==> config.mk <==
export PLATFORM = sky130hd
export DESIGN_NAME = seg_scan_ctrl
export DESIGN_NICKNAME = d
export VERILOG_FILES = /design/src/rtl/seg_pkg.sv /design/src/rtl/seg_slot_timer.sv /design/src/rtl/seg_scan_ctrl.sv
export SDC_FILE = /design/constraint.sdc
export NUM_CORES = 1
export LEC_CHECK = 0
export CELL_PAD_IN_SITES_DETAIL_PLACEMENT = 0
export CELL_PAD_IN_SITES_GLOBAL_PLACEMENT = 1
export CORE_MARGIN = 2
export CORE_UTILIZATION = 45
export DETAILED_ROUTE_END_ITERATION = 7
export GPL_TIMING_DRIVEN = 0
export PLACE_DENSITY_LB_ADDON = 0.1
export SETUP_SLACK_MARGIN = 0.3
export SKIP_LAST_GASP = 1
export SYNTH_ARGS = -nofsm -noshare
export SYNTH_HDL_FRONTEND = slang
export SYNTH_SLANG_ARGS = --single-unit
==> constraint.sdc <==
create_clock -name clk -period 2.7 [get_ports clk]
set_clock_uncertainty 0.05 [all_clocks]
set_input_delay 0.54 -clock clk [delete_from_list [all_inputs] [get_ports clk]]
set_output_delay 0.54 -clock clk [all_outputs]
set_load 0.01 [all_outputs]
==> src/rtl/seg_pkg.sv <==
`default_nettype none
// ============================================================================
// Module      : seg_pkg
// Description : Shared constants and types for the segment scan controller.
// Revision    : 1.0 - initial release
// ============================================================================
package seg_pkg;

  localparam int NUM_DIGITS = 4;
  localparam int IDX_W      = $clog2(NUM_DIGITS);

  localparam logic [7:0]            SEG_BLANK = 8'hFF;
  localparam logic [NUM_DIGITS-1:0] AN_OFF    = 4'b1111;

  typedef enum logic [0:0] {
    S_GUARD = 1'b0,
    S_DRIVE = 1'b1
  } state_e;

  typedef logic [IDX_W-1:0] idx_t;

endpackage
`default_nettype wire

==> src/rtl/seg_slot_timer.sv <==
`default_nettype none
// ============================================================================
// Module      : seg_slot_timer
// Description : Free-running digit-slot counter with guard/slot/frame strobes.
// Revision    : 1.0 - initial release
// ============================================================================
module seg_slot_timer #(
  parameter int TICK_DIV = 100000,
  parameter int GUARD    = 2
) (
  input  logic clk,
  input  logic rst_n,
  input  logic last_digit_i,
  output logic slot_end_o,
  output logic guard_end_o,
  output logic frame_end_o
);

  localparam int                CNT_W        = (TICK_DIV > 1) ? $clog2(TICK_DIV) : 1;
  localparam logic [CNT_W-1:0]  c_LAST       = CNT_W'(TICK_DIV - 1);
  localparam logic [CNT_W-1:0]  c_GUARD_LAST = CNT_W'(GUARD - 1);

  logic [CNT_W-1:0] cnt_q;
  logic [CNT_W-1:0] cnt_d;

  assign slot_end_o  = (cnt_q == c_LAST);
  assign guard_end_o = (cnt_q == c_GUARD_LAST);
  assign frame_end_o = slot_end_o && last_digit_i;

  always_comb begin
    cnt_d = slot_end_o ? '0 : cnt_q + CNT_W'(1);
  end

  always_ff @(posedge clk or negedge rst_n) begin
    if (!rst_n) begin
      cnt_q <= '0;
    end else begin
      cnt_q <= cnt_d;
    end
  end

endmodule
`default_nettype wire

==> src/rtl/seg_scan_ctrl.sv <==
`default_nettype none
// ============================================================================
// Module      : seg_scan_ctrl
// Description : Four-digit segment scanner with guard time, blank, blink and a
//               frame-aligned one-deep pending word buffer.
// Revision    : 1.0 - initial release
// ============================================================================
module seg_scan_ctrl
  import seg_pkg::*;
#(
  parameter int TICK_DIV     = 100000,
  parameter int GUARD        = 2,
  parameter int BLINK_FRAMES = 128
) (
  input  logic                    clk,
  input  logic                    rst_n,
  input  logic [NUM_DIGITS*8-1:0] seg_in,
  input  logic                    seg_valid,
  output logic                    seg_ready,
  input  logic                    blank,
  input  logic                    blink_en,
  output logic [NUM_DIGITS-1:0]   an,
  output logic [7:0]              seg,
  output logic                    frame_tick
);

  localparam int               WORD_W     = NUM_DIGITS * 8;
  localparam int               FC_W       = $clog2(BLINK_FRAMES + 1);
  localparam logic [FC_W-1:0]  c_FC_LAST  = FC_W'(BLINK_FRAMES - 1);
  localparam idx_t             c_IDX_LAST = idx_t'(NUM_DIGITS - 1);

  logic                  slot_end;
  logic                  guard_end;
  logic                  frame_end;
  logic                  xfer;

  state_e                state_q, state_d;
  idx_t                  idx_q, idx_d;
  logic [WORD_W-1:0]     active_q, active_d;
  logic [WORD_W-1:0]     pend_q, pend_d;
  logic                  pend_full_q, pend_full_d;
  logic                  phase_q, phase_d;
  logic [FC_W-1:0]       fcnt_q, fcnt_d;
  logic [NUM_DIGITS-1:0] an_q, an_d;
  logic [7:0]            seg_q, seg_d;
  logic                  frame_tick_q;

  seg_slot_timer #(
    .TICK_DIV (TICK_DIV),
    .GUARD    (GUARD)
  ) u_slot_timer (
    .clk          (clk),
    .rst_n        (rst_n),
    .last_digit_i (idx_q == c_IDX_LAST),
    .slot_end_o   (slot_end),
    .guard_end_o  (guard_end),
    .frame_end_o  (frame_end)
  );

  always_ff @(posedge clk or negedge rst_n) begin
    if (!rst_n) begin
      state_q <= S_GUARD;
    end else begin
      state_q <= state_d;
    end
  end

  always_comb begin
    state_d = state_q;
    case (state_q)
      S_GUARD: if (guard_end) state_d = S_DRIVE;
      S_DRIVE: if (slot_end)  state_d = S_GUARD;
      default: state_d = S_GUARD;
    endcase
  end

  // Outputs are decoded from next-state values so the registered pins line up
  // with the state register in the same cycle.
  always_comb begin
    an_d  = AN_OFF;
    seg_d = SEG_BLANK;
    if ((state_d == S_DRIVE) && phase_d && !blank) begin
      an_d  = ~(NUM_DIGITS'(1) << idx_d);
      seg_d = active_q[{idx_d, 3'b000} +: 8];
    end
  end

  always_comb begin
    idx_d = idx_q;
    if (slot_end) begin
      idx_d = (idx_q == c_IDX_LAST) ? '0 : idx_q + idx_t'(1);
    end
  end

  assign seg_ready = !pend_full_q;
  assign xfer      = seg_valid && !pend_full_q;

  // Words only reach the display at a frame boundary, either from the pending
  // buffer or straight from the input when the handshake lands on that cycle.
  always_comb begin
    active_d    = active_q;
    pend_d      = pend_q;
    pend_full_d = pend_full_q;
    if (frame_end && pend_full_q) begin
      active_d    = pend_q;
      pend_full_d = 1'b0;
    end else if (frame_end && xfer) begin
      active_d = seg_in;
    end else if (xfer) begin
      pend_d      = seg_in;
      pend_full_d = 1'b1;
    end
  end

  always_comb begin
    phase_d = phase_q;
    fcnt_d  = fcnt_q;
    if (!blink_en) begin
      phase_d = 1'b1;
      fcnt_d  = '0;
    end else if (frame_end) begin
      if (fcnt_q == c_FC_LAST) begin
        fcnt_d  = '0;
        phase_d = !phase_q;
      end else begin
        fcnt_d = fcnt_q + FC_W'(1);
      end
    end
  end

  always_ff @(posedge clk or negedge rst_n) begin
    if (!rst_n) begin
      idx_q        <= '0;
      active_q     <= '1;
      pend_q       <= '1;
      pend_full_q  <= 1'b0;
      phase_q      <= 1'b1;
      fcnt_q       <= '0;
      an_q         <= AN_OFF;
      seg_q        <= SEG_BLANK;
      frame_tick_q <= 1'b0;
    end else begin
      idx_q        <= idx_d;
      active_q     <= active_d;
      pend_q       <= pend_d;
      pend_full_q  <= pend_full_d;
      phase_q      <= phase_d;
      fcnt_q       <= fcnt_d;
      an_q         <= an_d;
      seg_q        <= seg_d;
      frame_tick_q <= frame_end;
    end
  end

  assign an         = an_q;
  assign seg        = seg_q;
  assign frame_tick = frame_tick_q;

endmodule
`default_nettype wire

# Yosys cells after proc, flatten, opt, wreduce, memory -nomap -nowiden
# Index checks and enable logic that the tools add are counted.
# Widths: inputs -> output; s select.
# classes
addsub	3
n_eq_ne	6
n_shift	2
mux	19
bitwise	4
reduce_logical	13
# ops
operator	n
$mux 32	2
$mux 8	4
$shiftx 32x6->8	1
$add 17x1->17 const B	1
$eq 17x1->1 const B	1
$eq 17x17->1 const B	1
$mux 17	1
$add 8x1->8 const B	1
$eq 8x7->1 const B	1
$mux 1	8
$logic_and 1x1->1	6
$mux 2	2
$mux 4	1
$not 4->4	1
$reduce_bool 2->1	2
$shl 1x2->4 const A	1
$logic_not 1->1	3
$not 1->1	3
$reduce_and 3->1	1
$add 2x1->2 const B	1
$eq 2x2->1 const B	1
$ne 2x1->1 const B	1
$ne 2x2->1 const B	1
$pmux 1 s2	1
$reduce_and 2->1	1
# totals
ff_bits	107
inputBits	37
out_inout_bits	14

# Depth between registers and ports, before layout
# Gate-level depths: netlist (run 1).
# logic_depth
depth_word	7
depth_mapped	10
ltp_nobuf	9

# By module
# A second synthesis (run 1) with hierarchy kept.
# hier_totals
cells_unflattened	464
hier_area_um2	5006.1
# modules_own_cells
module	n_inst	cells_each	area_per_inst_um2
seg_scan_ctrl	1	381	4119.0
seg_slot_timer	1	83	887.1

# Worst setup path after synthesis (run 1)
# No wires, ideal clock.
# synth_timing
path_kind	register -> register
from	register u_slot_timer.cnt_q[0]
to	register seg_q[0], in the netlist seg[0]
setup_ns	0.087
arrival_time_ns	2.251
required_time_ns	2.563
slack_ns	0.311
path_stages_with_launch	11
path_buffers	2
cell_sequence	dfrtp_1 -> ha_1 -> nand4_1 -> nor3_1 -> and2_1 -> buf_4 -> mux2i_1 -> inv_1 -> buf_2 -> a221oi_1 -> o21ai_1
# synth_via
elab_cells_between_ends	13
classes_between	eq/ne (2); shift (1); mux (7); reduce/logical (3)
# synth_lines
item	line	text
start, declared	seg_slot_timer.sv:23	logic [CNT_W-1:0] cnt_q;
start signal, assigned	seg_slot_timer.sv:38	cnt_q <= cnt_d;
$eq 17x17->1	seg_slot_timer.sv:26	assign slot_end_o = (cnt_q == c_LAST);
$mux 2	seg_scan_ctrl.sv:90	if (slot_end) begin
via idx_d[0]	seg_scan_ctrl.sv:38	idx_t idx_q, idx_d;
$shiftx 32x6->8	seg_scan_ctrl.sv:84	seg_d = active_q[{idx_d, 3'b000} +: 8];
$mux 8	seg_scan_ctrl.sv:82	if ((state_d == S_DRIVE) && phase_d && !blank) begin
via seg_d[0]	seg_scan_ctrl.sv:45	logic [7:0] seg_q, seg_d;
end signal, assigned	seg_scan_ctrl.sv:150	seg_q <= seg_d;
end, declared	seg_scan_ctrl.sv:45	
# The timed path passes the listed nets, and every way through them passes these cells.
# A chain may end at the register's enable or synchronous reset.

# Worst setup path after layout (run 1)
# layout_timing
from	register u_slot_timer.cnt_q[13]
to	register seg_q[0], in the netlist seg[0]
# Same word-level chain as after synthesis.

==> metrics.txt, run 1 <==
run status finished, final reports clean; vias per std cell 5.551; post-synthesis mux area share 7.409%; syn avg cell area 10.89 um2; worst r2r src u_slot_timer.cnt_q[13]; initial antenna violation count 0; Place WS -396.1 ps; register area 2775 um2; largest net degree at the start of global routing 58; Peak supply drop 0.4441 mV; syn_nets 500; flop2flop setup slack 260 ps; I/O Buffers 49; Lkg Pwr 2.496 nW; Top Usage Layer GRT met2; Critical Path End Type register; Yosys warning count 0; count of state elements after synthesis 107; Setup CP Type register to register; GRT overflow 0; final WL 11720 um; share of layout cells above drive strength 1 34.25%; CTS Root Cell clkbuf_8; vias 3791; Global Route met1 Usage 26.05%; crit path setup slack, layout 262.0 ps; post-DP HPWL 8132 um; max_cap viols 0; worst hold-check path type primary input to async pin; Post-Syn Area 4999 um2; Synth Area in Compound Gates 12.99%; core area 10840 um2; clock net sink count 107; Cell Rows 38; post-route cell area 6327 um2; die area 11970 um2; Final min period 2438 ps; Die Wd 109.4 um; Max clock buf depth 2; area occupied by multi-input gates 2243 um2; final hold vios 0; FF-to-FF End seg[0]; RSZ-0062 raised after global routing yes; Worst-Margin Slew 682.4 ps; met3 Usage GRT 4.268%; Area Growth Syn to Fin 26.58%; fin. max-slew vios 0; total track usage 21.26%; Post-Synth XOR/XNOR Area 3.329%; CP Launch Type register; CTS H-Tree Depth 3; final antenna-violating net count 0; final setup violation count 0; count of unique library cells instantiated by Yosys 43; Power Dens Cells 478.0 nW/um2; die span in y 109.4 um; DR pass1 iterations 5; fin nets 579; max_slew headroom 54.51%; DRC 0; hold_buf cts 0; Worst-path clk slew 100 ps; Tcrit/Tclk final 90.30%; Syn Inst Count 459; placed inst area 5689 um2; Main synth FF type dfstp_2; most common cell after layout, fill and taps aside dfstp_2; Antenna Cells 0; first-pass GRT wire length 19400 um; clk_lat worst skew 380 ps; Placer Congestion 0.8783; top-level I/O count 51; Worst Path Max Fanout 8; CTS tree built; Adder-Cell Fraction of Synth Area 1.001%; Reg2Reg Depth 10; main combinational cell family by area after synthesis simple AND/OR/NAND/NOR gates; DRT iter0 DRCs 176; Max Freq 0.4102 GHz; grt met2 use 37.17%; CP Data Arrival Time 2700 ps; Synth Area in Simple Gates 16.67%; Filler cells 948; number of synthesized flops with an enable pin 0; wire per inst 17.16 um; most frequent cells in the layout dfstp_2 (77), and2_1 (49), clkdlybuf4s50_1 (48); worst path required time 2960 ps; async set or reset register ratio after synthesis 100.0%; register area share after synthesis 55.49%; Starting Density 46.11%; CTS Buf Count 9; vias in the first global route 3914
==> through the flow <==
step	cells	util, %	TNS (ps)	total power [mW]	hold slack, ps
after floorplan	459	-	0	1.825	194.4
after global placement	648	52.25	-230430	1.947	418.2
after detailed placement	649	52.48	-20080	1.960	425.9
after CTS	677	56.88	0	3.061	161.9
after global routing	683	58.37	0	3.144	189.3
final	683	58.37	0	3.024	151.0
==> critical path: stages (launching register included) <==
cell	delay [ps]
dfrtp_1	400
or4_4	560
nor4_4	180
buf_6	180
and2_4	140
buf_6	100
mux2i_4	220
inv_2	70
buf_12	150
a221oi_4	230
o21ai_2	80
==> sequential cells by signal (all words and copies together), names as in the netlist <==
name and count:
u_slot_timer.cnt_q 17, state_q 1, frame_tick 1, phase_q 1
pend_full_q 1, seg 8, active_q 32, idx_q 2
an 4, pend_q 32, fcnt_q 8
==> cells by family (layout without fill, tap and decap cells) <==
group | count (synthesis) | after routing
compound gates | 105 | 105
mux | 33 | 33
xor+xnor | 19 | 19
simple gates | 155 | 155
fa+ha+maj | 4 | 4
buf+inv | 36 | 120
flops | 107 | 107
==> how the worst max path moves through the flow <==
stage / startpoint / end / cells past startpoint
2_1_floorplan: u_slot_timer.cnt_q[0] / seg[0] / 10
3_3_place_gp: rst_n / u_slot_timer.cnt_q[3] / 1
3_5_place_dp: u_slot_timer.cnt_q[0] / pend_q[24] / 8
4_1_cts: u_slot_timer.cnt_q[13] / seg[1] / 10
5_1_grt: u_slot_timer.cnt_q[0] / an[3] / 10
6_report: u_slot_timer.cnt_q[13] / seg[0] / 10
==> power breakdown <==
group	internal [mW]	switching (mW)
combinational	0.126	0.102
sequential	1.69	0.0186
clock	0.528	0.562
total	2.34	0.682
==> layer usage <==
| layer | routed length (um) | part of all wire (%) |
|---|---|---|
| met1 | 4972 | 42 |
| met2 | 6061 | 52 |
| met3 | 416 | 3.5 |
| met4 | 270 | 2.3 |
| met5 | 0 | 0 |
==> synthesized netlist by cell type, types with 2 or more instances <==
| cell | count | area share, % |
|---|---|---|
| o21ai_1 | 8 | 0.80 |
| a221oi_1 | 16 | 2.8 |
| nor2b_1 | 2 | 0.25 |
| nor2_1 | 17 | 1.3 |
| o22ai_1 | 7 | 0.88 |
| mux2_2 | 27 | 6.1 |
| and4_1 | 2 | 0.35 |
| o21ai_0 | 34 | 3.4 |
| nand3b_1 | 2 | 0.30 |
| mux2_1 | 5 | 1.1 |
| dfrtp_1 | 30 | 15 |
| clkbuf_1 | 19 | 1.4 |
| a21boi_0 | 2 | 0.30 |
| ha_1 | 4 | 1.0 |
| nor3_1 | 7 | 0.70 |
| and2_1 | 50 | 6.3 |
| nand2_1 | 43 | 3.2 |
| nand3_1 | 13 | 1.3 |
| xor2_1 | 9 | 1.6 |
| or3_1 | 3 | 0.38 |
| xnor2_1 | 10 | 1.8 |
| dfstp_2 | 77 | 40 |
| nand4_1 | 5 | 0.63 |
| and3_1 | 3 | 0.38 |
| inv_1 | 6 | 0.45 |
| nor4_1 | 2 | 0.25 |
| a21oi_1 | 6 | 0.60 |
| a31oi_1 | 28 | 3.5 |
| buf_2 | 7 | 0.70 |
| a211oi_1 | 2 | 0.30 |
==> cell type report <==
type | instances | area share (%)
plain buffers | 28 | 3.322
clock buffers | 10 | 2.017
clock inverters | 6 | 1.404
inverters | 8 | 0.5537
multi-input cells | 316 | 35.46
flip-flops and latches | 107 | 43.86
well taps | 140 | 2.768
repair buffers | 68 | 10.62
==> repair_timing <==
| action | in CTS | in global routing |
|---|---|---|
| pin swaps | 9 | 5 |
| resized for setup | 45 | 32 |
| setup buffers | 11 | 5 |
| cloned | 1 | 1 |
| endpoints found under the setup margin | 89 | 76 |
Note: power is estimated with default switching activity, not from simulation.
==> inputs of run 2 (changes only) <==
--- a/config.mk
+++ b/config.mk
@@ -8,11 +8,11 @@
 export CELL_PAD_IN_SITES_DETAIL_PLACEMENT = 0
 export CELL_PAD_IN_SITES_GLOBAL_PLACEMENT = 1
 export CORE_MARGIN = 2
-export CORE_UTILIZATION = 45
+export CORE_UTILIZATION = 27
 export DETAILED_ROUTE_END_ITERATION = 7
 export GPL_TIMING_DRIVEN = 0
 export PLACE_DENSITY_LB_ADDON = 0.1
-export SETUP_SLACK_MARGIN = 0.3
+export SETUP_SLACK_MARGIN = 0.2
 export SKIP_LAST_GASP = 1
 export SYNTH_ARGS = -nofsm -noshare
 export SYNTH_HDL_FRONTEND = slang
==> metrics.txt, run 2 (synthesized netlist as in run 1, its figures left out) <==
GRT overflow 0; CTS Buf Count 9; Placer Congestion 0.7714; CP top delay family buffers and inverters; max_slew headroom 54.11%; Non-Filler Instances 773; area occupied by multi-input gates 2171 um2; vias per std cell 4.737; share of layout cells above drive strength 1 33.27%; max_cap viols 0; core area 18090 um2; fin. max-slew vios 0; final antenna-violating net count 0; Filler cells 1815; placed insts 738; I/O Buffers 49; RSZ-0062 raised after global routing yes; CP Cell Sequence clkinvlp_4 -> clkbuf_2 -> clkdlybuf4s50_1; hold_buf cts 0; most common cell after layout, fill and taps aside dfstp_2; slowest CP cell clkdlybuf4s50_1; Final min period 2401 ps; Worst Path Max Fanout 10; fin nets 580; final setup violation count 0; final setup TNS 0 ps; final hold vios 0; most frequent cells in the layout dfstp_2 (77), and2_1 (50), clkdlybuf4s50_1 (48); post-route cell area 6450 um2; wire per inst 17.16 um; DRT iter0 DRCs 197; Max clock buf depth 2; Die Wd 140.1 um; Worst Path Buf+Inv 3; run status complete, but fails checks; CP Data Arrival Time 1810 ps; die area 19620 um2; total track usage 14.02%; first-pass GRT wire length 21310 um; initial antenna violation count 0; DRC 5; Worst-Margin Slew 688.4 ps; vias 3662; CTS Root Cell clkbuf_16; Reg2Reg Depth 10; register area 2774 um2; final WL 13260 um; Setup CP Type register to output port; worst path required time 2110 ps; CP peak stage delay 590 ps; Peak supply drop 0.2993 mV; post-DP HPWL 9261 um; crit path setup slack, layout 299.2 ps; Area Growth Syn to Fin 29.04%; top-level I/O count 51; Starting Density 27.64%; CP Launch Type register; vias in the first global route 3723; Lkg Pwr 2.524 nW; flop2flop setup slack 310 ps; Power Dens Cells 524.1 nW/um2; Antenna Cells 0; Max Freq 0.4165 GHz; DR pass1 iterations 8; Critical Path End Type output port; clock net sink count 107; Worst-path clk slew 70 ps; Crit. path cell count 3; die span in y 140.1 um; Cell Rows 49; CTS tree built; Place WS -439.7 ps; placed inst area 5801 um2; Tcrit/Tclk final 88.92%; clk_lat worst skew 350 ps; largest net degree at the start of global routing 59; failing checks DRC; worst hold-check path type primary input to async pin; biggest regs active_q: 32 flops, pend_q: 32 flops, u_slot_timer.cnt_q: 17 flops; CTS H-Tree Depth 3
==> run 2: worst paths after layout <==
| check | endpoint | from |
|---|---|---|
| setup / recovery | seg_ready | pend_full_q |
| max in group asynchronous | active_q[8] | rst_n |
| setup reg to reg | seg[4] | u_slot_timer.cnt_q[13] |
| hold reg to reg | active_q[11] | active_q[11] |
| hold / removal | u_slot_timer.cnt_q[8] | rst_n |
| min in group clk | active_q[11] | active_q[11] |
==> run 2: power breakdown <==
| group | internal (mW) | total [mW] | switching (mW) |
|---|---|---|---|
| combinational | 0.127 | 0.236 | 0.109 |
| sequential | 1.69 | 1.71 | 0.0181 |
| clock | 0.802 | 1.44 | 0.636 |
| total | 2.62 | 3.38 | 0.763 |
==> run 2: layout make-up <==
| cell class | count | share of cell area [%] |
|---|---|---|
| inverters | 8 | 0.5626 |
| plain buffers | 28 | 3.046 |
| flip-flops and latches | 107 | 43.01 |
| well taps | 229 | 4.442 |
| repair buffers | 69 | 10.28 |
| clock buffers | 11 | 4.093 |
| multi-input cells | 316 | 33.66 |
| clock inverters | 5 | 0.9117 |
==> run 2: worst reg2reg max path, stage by stage, from the launching register on <==
cell and delay, ps:
dfrtp_1 400, or4_4 530, nor4_4 150, buf_6 170
and2_1 140, buf_6 110, mux2i_4 220, inv_2 70
buf_2 160, a221oi_2 170, o21ai_1 130
==> run 2: routing by layer <==
metal  routed length (um)  GRT usage (%)
met1                 6941          20.56
met2                 5850          21.23
met3                  285          2.154
met4                  187          4.572
met5                    0              0
==> run 2: per-stage QoR <==
step / utilization [%] / hold slack (ps) / power, mW
after floorplan: - / 194.4 / 1.825
after global placement: 31.93 / 427.1 / 1.957
after detailed placement: 32.07 / 426.2 / 1.968
after CTS: 34.91 / 201.6 / 3.434
after global routing: 35.66 / 225.1 / 3.522
final: 35.66 / 165.8 / 3.380
==> run 2: timing repair <==
item	4_1_cts	5_1_grt
pin swaps	8	5
gates resized for setup	37	18
endpoints found under the setup margin	87	82
cloned	1	1
setup buffers	8	9
